**config.mk**
```make
export PLATFORM = sky130hd
export DESIGN_NAME = fetch_queue
export DESIGN_NICKNAME = d
export VERILOG_FILES = /design/src/rtl/fetch_pkg.sv /design/src/rtl/fetch_fifo.sv /design/src/rtl/fetch_queue.sv
export SDC_FILE = /design/constraint.sdc
export NUM_CORES = 1
export LEC_CHECK = 0
export ABC_AREA = 1
export BUFFER_PORTS_ARGS = -buffer_cell sky130_fd_sc_hd__buf_2
export CAP_MARGIN = 5
export CORE_MARGIN = 2
export CORE_UTILIZATION = 60
export CTS_CLUSTER_SIZE = 30
export DETAILED_ROUTE_END_ITERATION = 10
export PLACE_DENSITY = 0.87
export SYNTH_ARGS = -nofsm -noshare
export SYNTH_HDL_FRONTEND = slang
export SYNTH_SLANG_ARGS = --single-unit
```
**constraint.sdc**
```tcl
create_clock -name clock -period 6.8 [get_ports clock]
set_input_delay 2.04 -clock clock [delete_from_list [all_inputs] [get_ports clock]]
set_output_delay 2.04 -clock clock [all_outputs]
set_load 0.01 [all_outputs]
```
**src/rtl/fetch_pkg.sv**
```systemverilog
// fetch_pkg: shared types and defaults for the instruction fetch stage.
//   ADDR_W_DEF / INSTR_W_DEF : default PC and instruction widths
//   fetch_state_e            : fetch FSM states (ST_BOOT, ST_RUN)
//   fetch_entry_t            : queue entry {instr, pc} at default widths
package fetch_pkg;

    localparam int unsigned ADDR_W_DEF  = 9;
    localparam int unsigned INSTR_W_DEF = 32;

    typedef enum logic [0:0] {
        ST_BOOT = 1'b0,
        ST_RUN  = 1'b1
    } fetch_state_e;

    typedef struct packed {
        logic [INSTR_W_DEF-1:0] instr;
        logic [ADDR_W_DEF-1:0]  pc;
    } fetch_entry_t;

endpackage

```
**src/rtl/fetch_fifo.sv**
```systemverilog
// fetch_fifo: synchronous DEPTH-entry FIFO for tagged fetch results.
// Ports:
//   clock, reset : rising-edge clock, synchronous active-high reset
//   push, wdata  : write one entry
//   pop          : drop the head entry
//   flush        : empty the FIFO at the edge; wins over push
//   count        : current occupancy (0..DEPTH)
//   head         : entry at the read pointer
//   full, empty  : occupancy flags
module fetch_fifo #(
    parameter int unsigned WIDTH = 41,
    parameter int unsigned DEPTH = 4
) (
    input  logic                     clock,
    input  logic                     reset,
    input  logic                     push,
    input  logic                     pop,
    input  logic                     flush,
    input  logic [WIDTH-1:0]         wdata,
    output logic [$clog2(DEPTH):0]   count,
    output logic [WIDTH-1:0]         head,
    output logic                     full,
    output logic                     empty
);

    localparam int unsigned PTR_W = $clog2(DEPTH);
    localparam logic [PTR_W:0] PTR_ONE = {{PTR_W{1'b0}}, 1'b1};

    logic [WIDTH-1:0] mem_q [DEPTH];
    // Extra MSB distinguishes full from empty when the index bits match.
    logic [PTR_W:0]   wr_q;
    logic [PTR_W:0]   rd_q;

    always_ff @(posedge clock) begin
        if (reset || flush) begin
            wr_q <= '0;
            rd_q <= '0;
        end else begin
            if (push) begin
                wr_q <= wr_q + PTR_ONE;
            end
            if (pop) begin
                rd_q <= rd_q + PTR_ONE;
            end
        end
    end

    always_ff @(posedge clock) begin
        if (push && !flush && !reset) begin
            mem_q[wr_q[PTR_W-1:0]] <= wdata;
        end
    end

    always_comb begin
        count = wr_q - rd_q;
        empty = (wr_q == rd_q);
        full  = (wr_q[PTR_W] != rd_q[PTR_W]) && (wr_q[PTR_W-1:0] == rd_q[PTR_W-1:0]);
        head  = mem_q[rd_q[PTR_W-1:0]];
    end

endmodule

```
**src/rtl/fetch_queue.sv**
```systemverilog
// fetch_queue: instruction fetch stage between the program counter and decode.
// Drives the counter (CE / load), issues instruction-memory reads, tags each
// response with its PC and buffers it for decode.
// Ports:
//   clock, reset        : rising-edge clock, synchronous active-high reset
//   pc                  : current counter value
//   pc_ce, pc_load      : counter enable / load
//   pc_load_addr        : counter load value (boot vector or redirect target)
//   imem_rd, imem_addr  : read strobe and address (address = pc)
//   imem_data           : read data, valid one cycle after imem_rd
//   redirect(_addr)     : branch/jump taken pulse and target
//   out_valid/out_ready : decode handshake
//   out_instr, out_pc   : head instruction and its PC
// Build option: FETCH_QUEUE_BYPASS_EN lets a response arriving at an empty queue
// drive out_* in the same cycle.
module fetch_queue
    import fetch_pkg::*;
#(
    parameter int unsigned       ADDR_W   = ADDR_W_DEF,
    parameter int unsigned       INSTR_W  = INSTR_W_DEF,
    parameter int unsigned       DEPTH    = 4,
    parameter logic [ADDR_W-1:0] RESET_PC = '0
) (
    input  logic               clock,
    input  logic               reset,
    input  logic [ADDR_W-1:0]  pc,
    output logic               pc_ce,
    output logic               pc_load,
    output logic [ADDR_W-1:0]  pc_load_addr,
    output logic               imem_rd,
    output logic [ADDR_W-1:0]  imem_addr,
    input  logic [INSTR_W-1:0] imem_data,
    input  logic               redirect,
    input  logic [ADDR_W-1:0]  redirect_addr,
    output logic               out_valid,
    input  logic               out_ready,
    output logic [INSTR_W-1:0] out_instr,
    output logic [ADDR_W-1:0]  out_pc
);

    localparam int unsigned CNT_W   = $clog2(DEPTH) + 1;
    localparam int unsigned ENTRY_W = INSTR_W + ADDR_W;

    fetch_state_e      state_q, state_d;
    logic              inflight_q;
    logic [ADDR_W-1:0] tag_q;

    logic              credit;
    logic              fetch;
    logic              redirect_run;
    logic              resp_live;
    logic              bypass;
    logic              push;
    logic              pop;
    logic [CNT_W-1:0]  count;
    logic [ENTRY_W-1:0] head;
    logic              full;
    logic              empty;

    // Conservative credit: a pop in this cycle does not free a slot yet.
    assign credit = (32'(count) + 32'(inflight_q)) < DEPTH;

    always_comb begin
        state_d      = state_q;
        pc_ce        = 1'b0;
        pc_load      = 1'b0;
        pc_load_addr = '0;
        imem_rd      = 1'b0;
        imem_addr    = pc;
        fetch        = 1'b0;
        redirect_run = 1'b0;
        if (!reset) begin
            unique case (state_q)
                ST_BOOT: begin
                    pc_ce        = 1'b1;
                    pc_load      = 1'b1;
                    pc_load_addr = RESET_PC;
                    state_d      = ST_RUN;
                end
                ST_RUN: begin
                    if (redirect) begin
                        redirect_run = 1'b1;
                        pc_ce        = 1'b1;
                        pc_load      = 1'b1;
                        pc_load_addr = redirect_addr;
                    end else if (credit) begin
                        fetch   = 1'b1;
                        imem_rd = 1'b1;
                        pc_ce   = 1'b1;
                    end
                end
                default: state_d = ST_BOOT;
            endcase
        end
    end

    // A redirect kills the response arriving in its own cycle.
    assign resp_live = inflight_q && !redirect_run && !reset;

`ifdef FETCH_QUEUE_BYPASS_EN
    assign bypass = resp_live && empty;
`else
    assign bypass = 1'b0;
`endif

    assign out_valid = !reset && !redirect_run && (!empty || bypass);
    assign pop       = out_valid && out_ready && !empty;
    assign push      = resp_live && !(bypass && out_ready);

    always_comb begin
        {out_instr, out_pc} = head;
        if (bypass) begin
            {out_instr, out_pc} = {imem_data, tag_q};
        end
    end

    always_ff @(posedge clock) begin
        if (reset) begin
            state_q    <= ST_BOOT;
            inflight_q <= 1'b0;
            tag_q      <= '0;
        end else begin
            state_q    <= state_d;
            inflight_q <= fetch;
            if (fetch) begin
                tag_q <= pc;
            end
        end
    end

    fetch_fifo #(
        .WIDTH (ENTRY_W),
        .DEPTH (DEPTH)
    ) u_fifo (
        .clock (clock),
        .reset (reset),
        .push  (push),
        .pop   (pop),
        .flush (redirect_run),
        .wdata ({imem_data, tag_q}),
        .count (count),
        .head  (head),
        .full  (full),
        .empty (empty)
    );

    // Credit accounting must never push into a full queue without a pop.
    always @(posedge clock) begin
        if (!reset && push && !pop) begin
            assert (!full);
        end
    end

endmodule

```
**Word-level counts from Yosys, hierarchy flattened**

Memory sizes are Yosys's and may differ from the RTL's. A register that Yosys moved wholly into a read port is not among the register bits.
Index checks and enable logic that the tools add are counted.

- Shift operators: 0
- $mul: 0
- Bitwise operators: 1
- $lt $le $gt $ge: 1
- Reduce and logical (&&, ||, !) cells: 12
- Muxes and demuxes: 20
- Div/mod/pow operators: 0
- Add/subtract/negate cells: 4
- Equality and inequality tests: 1

Operators with widths:

| kind | count |
|---|---|
| two-way mux 9 bit | 2 |
| one-hot mux 9 bit (2 select lines) | 1 |
| two-way mux 1 bit | 13 |
| logical AND 1 bit | 8 |
| adder 3 x 1 -> 3 bit (second input constant) | 2 |
| adder 3 x 1 -> 4 bit | 1 |
| less-than comparator 4 x 3 -> 1 bit (second input constant) | 1 |
| two-way mux 2 bit | 2 |
| one-hot mux 1 bit (2 select lines) | 2 |
| equality test 3 bit | 1 |
| logical NOT 1 bit | 3 |
| subtractor 3 bit | 1 |
| logical OR 1 bit | 1 |
| inverter 1 bit | 1 |

- Memories: 1
- Bits in latches: 0
- Logic and storage cells: 45
- Bits of input ports: 54
- Flip-flop bits (word level): 17
- ROM bits: 0
- Bits in writable memories: 164

Memory list:

| name | words | width | read ports | clocked after memory_dff | wr ports | RTL line | source |
|---|---|---|---|---|---|---|---|
| u_fifo.mem_q | 4 | 41 | 1 | 1 | 1 | fetch_fifo.sv:29 | `logic [WIDTH-1:0] mem_q [DEPTH];` |

**Longest topological paths before layout**

- Word-level depth: 10
- Mapped depth: 10

**Hierarchy**

A second synthesis with hierarchy kept.

- Cells, all modules: 808
- Area total of the unflattened synthesis: 8061.5 um^2

By module, submodules not included:

| module | cells an instance | area each (um^2) | instances |
|---|---|---|---|
| fetch_fifo | 710 | 7405.9 | 1 |
| fetch_queue | 98 | 655.6 | 1 |

**Worst setup path before layout**

Ideal clock, no wire load.

- Path type: input to output
- Start: in redirect
- End: out imem_rd
- Path buffers: 1
- Arrival: 2680 ps
- Path slack: 2080 ps
- Stages on the path: 6
- Required time: 4760 ps
- Cells stage by stage: nor2_4 -> inv_2 -> nor2_4 -> nand3_2 -> buf_6 -> inv_1

- Cells in the longest elaborated chain, start to end: 3

RTL lines:

| what | RTL line | source |
|---|---|---|
| from (decl) | fetch_queue.sv:33 | `input logic redirect,` |
| two-way mux 1 bit | fetch_queue.sv:81 | `if (redirect) begin` |
| two-way mux 1 bit | fetch_queue.sv:73 | `unique case (state_q)` |
| two-way mux 1 bit | fetch_queue.sv:72 | `if (!reset) begin` |
| to (decl) | fetch_queue.sv:30 | `output logic imem_rd,` |

No other way between the ends.

**Worst setup path in the final report**

Same ends and word-level chain as after synthesis.

==> impl_metrics.py <==
metrics = {
    "cts": {
        "clockBufferDepth": 2,
        "ctsHoldBuffers": 0,
        "postCtsSetupBuffers": 0,
        "cts_max_level": 4,
        "clk_pin_slew_worst_paths_ps": 70,
        "numCtsBuffers": 17,
        "cts_resized": 0,
        "cts_root_buffer": "clkbuf_16",
        "cts_tree": "done",
        "numClockSinks": 183,
        "insertion_delay_ps": 410,
    },
    "timing": {
        "worst_pin_slew_ps": 981,
        "final.min_clock_period_ps": 5070,
        "rsz0062_at_grt": "false",
        "fmax_mhz": 197,
        "finalClockSkew_ps": 8.37,
        "hold_viol_final": 0,
        "timing.final.ws_setup_ps": 1730,
        "slew_headroom_pct": 34.5,
        "slew_viol_final": 0,
        "setup_tns_ps": 0,
        "fin_crit_sh_pct": 74.5,
        "setup_violations": 0,
    },
    "detailed_routing": {
        "vias": 4726,
        "ant_nets": 0,
        "routed_via_density": 5.69,
        "drc_errors": 6,
        "wirelength_um": 15000,
        "dr.pass1.iters": 8,
        "drt_iter0_drc": 563,
        "post_drt_wl_per_cell_um": 18.0,
    },
    "worst_setup_path": {
        "critPathSlowestCell": "nand3_2",
        "ff2ff_setup_slack_ps": 4630,
        "cp_cell_sequence": "buf_2, nor2_4, inv_2, nor2_4, nand3_2, inv_1, buf_2",
        "path_max_fanout": 11,
        "crit_type": "input port to output pin",
        "crit_family": "simple AND/OR/NAND/NOR gates",
        "r2r-end": "u_fifo.mem_q[1][33]$_DFFE_PP_",
        "crit_buf_inv": 4,
        "worstRegToRegCells": 6,
        "worstPathRequired_ps": 4760,
        "rr_startpoint": "state_q$_DFF_P_",
        "slowest_delay_ps": 230,
        "end_kind": "output pin",
        "cp.arrival_ps": 3030,
        "start_kind": "input port",
    },
    "global_routing": {
        "grt_pass1_vias": 4790,
        "grt_overflow": 0,
        "grt_max_degree": 84,
        "grt_usage_pct": 23.8,
        "antenna_found_initial": 1,
        "grt_pass1_wl_um": 23200,
    },
    "power_and_ir_drop": {
        "internal-power_mw": 1.88,
        "p_seq_share_pct": 53.1,
        "p_sw_mw": 0.454,
        "comb_power_share_pct": 3.6,
        "switching_share_pct": 19.4,
        "p_leak_nw": 3.21,
        "peakVddDrop_mv": 0.193,
        "clkPwrFrac_pct": 43.3,
        "p_per_area_nw_per_um2": 277,
    },
    "floorplan": {
        "rows": 39,
        "dieHeight_um": 113,
        "ios": 117,
        "start_util_pct": 62.2,
        "die_w_um": 113,
        "dieArea_um2": 12800,
        "core_area_um2": 11500,
    },
    "placed_design": {
        "place_congestion": 0.818,
        "dp_hpwl_um": 8950,
        "port_buffers": 116,
        "dpl_worst_slack_ps": 1740,
    },
    "finish": {
        "seqCellArea_um2": 5310,
        "diodes": 0,
        "mostFrequentLayoutCell": "edfxtp_1",
        "syn_to_final_growth_pct": 17.6,
        "fillers": 729,
        "fin_nets": 737,
        "multi_input_area_um2": 1540,
        "mostFrequentLayoutCells": "edfxtp_1 (164), buf_2 (116), nor2_1 (107)",
        "drive_gt1_share_pct": 24.0,
    },
    "logic_synthesis": {
        "ys_seq_elements": 183,
        "syn-num-nets": 633,
        "synthArstFlopShare_pct": 0,
        "synth_edf_count": 164,
        "ys.flop_type": "edfxtp_1",
        "yosysWarningCount": 0,
        "ys_seq_area_share_pct": 74.1,
        "synth_area_um2": 7160,
        "syn_area_per_cell_um2": 12.5,
        "ys_types": 23,
        "synthCells": 571,
    },
    "hold_path": {
        "hold_class": "flip-flop to flip-flop",
        "hold_end": "u_fifo.mem_q[2][1]$_DFFE_PP_",
        "whs_path_depth": 0,
        "hp-start": "tag_q[1]$_SDFFE_PP0P_",
    },
    "flow_run": {
        "maxCapViolCount": 0,
    },
    "run_status": {
        "status": "finished, violations left",
        "violations": "design-rule violations",
    },
}
-- cell usage after synthesis, types with 2 or more instances --
cell type	n	area share [%]
nor2_4	2	0.31
nor2_1	110	5.8
dfxtp_1	19	5.3
a21oi_1	5	0.35
nand3_1	3	0.21
nand4_1	11	0.96
o21ai_0	82	5.7
clkbuf_1	26	1.4
inv_2	4	0.21
o22ai_1	41	3.6
ha_1	7	1.2
inv_1	37	1.9
edfxtp_1	164	69
nand2_1	42	2.2
buf_4	10	1.0
-- flip-flops by register name, indices dropped and copies added (netlist names), named ones only --
register	count
inflight_q	1
state_q	1
tag_q	9
u_fifo.mem_q	164
u_fifo.rd_q	3
u_fifo.wr_q	3
-- worst register-to-register path, delay by kind of cell, from the launching register on --
kind	cells	cell delay, ps
compound gates	1	260
flops	1	340
buf+inv	3	790
simple gates	2	400
-- layout make-up --
| cell class | count | share of cell area, % |
|---|---|---|
| clock buffers | 20 | 5.18 |
| flip-flops and latches | 183 | 63.0 |
| repair buffers | 123 | 7.52 |
| multi-input cells | 309 | 18.3 |
| inverters | 41 | 1.83 |
| well taps | 143 | 2.12 |
| clock inverters | 12 | 2.08 |
-- power by group through the flow --
stage               clock network, mW  logic, mW  registers, mW
finish                           1.01     0.0850           1.24
global route                     1.06     0.0939           1.24
CTS                              1.02     0.0855           1.24
detailed placement                  0     0.0847           1.26
global placement                    0     0.0801           1.26
floorplan                           0     0.0425           1.26
-- how the worst max path moves through the flow --
stage,startpoint,depth (start not counted),slack [ps],to
2_1_floorplan,redirect,6,2080,imem_rd
3_3_place_gp,redirect,7,1810,imem_rd
3_5_place_dp,redirect,7,1740,imem_rd
4_1_cts,redirect,7,1730,imem_rd
5_1_grt,redirect,7,1630,imem_rd
6_report,redirect,7,1730,imem_rd
-- per-stage QoR --
step	area [um2]	utilization [%]	total power, mW	instances	hold slack, ps
floorplan	7160	-	1.30	571	460
global placement	7810	67.8	1.34	799	476
detailed placement	7810	67.8	1.35	799	505
CTS	8420	73.1	2.35	831	521
global route	8420	73.1	2.40	831	532
finish	8420	73.1	2.33	831	522
-- per-layer routing --
metal  GRT usage, %  vias to the layer above  wire length, um  part of all wire [%]
met3           6.43                       24             1170                   7.8
met5              0                        -               13                 0.087
met4           9.02                        2              244                   1.6
met1           26.5                     2246             5640                    38
met2           43.6                      220             7890                    53
li1               -                     2234                -                     -
-- cell families (layout without fill, tap and decap cells) --
logic type / Yosys count / after routing / synth area share, %
and+or+nand+nor: 171 / 171 / 9.78
DFF: 183 / 183 / 74.1
buffers and inverters: 79 / 196 / 4.79
adders and majority gates: 8 / 8 / 1.50
AOI/OAI and AO/OA: 130 / 130 / 9.87
Power figures use the tool's default switching activity.
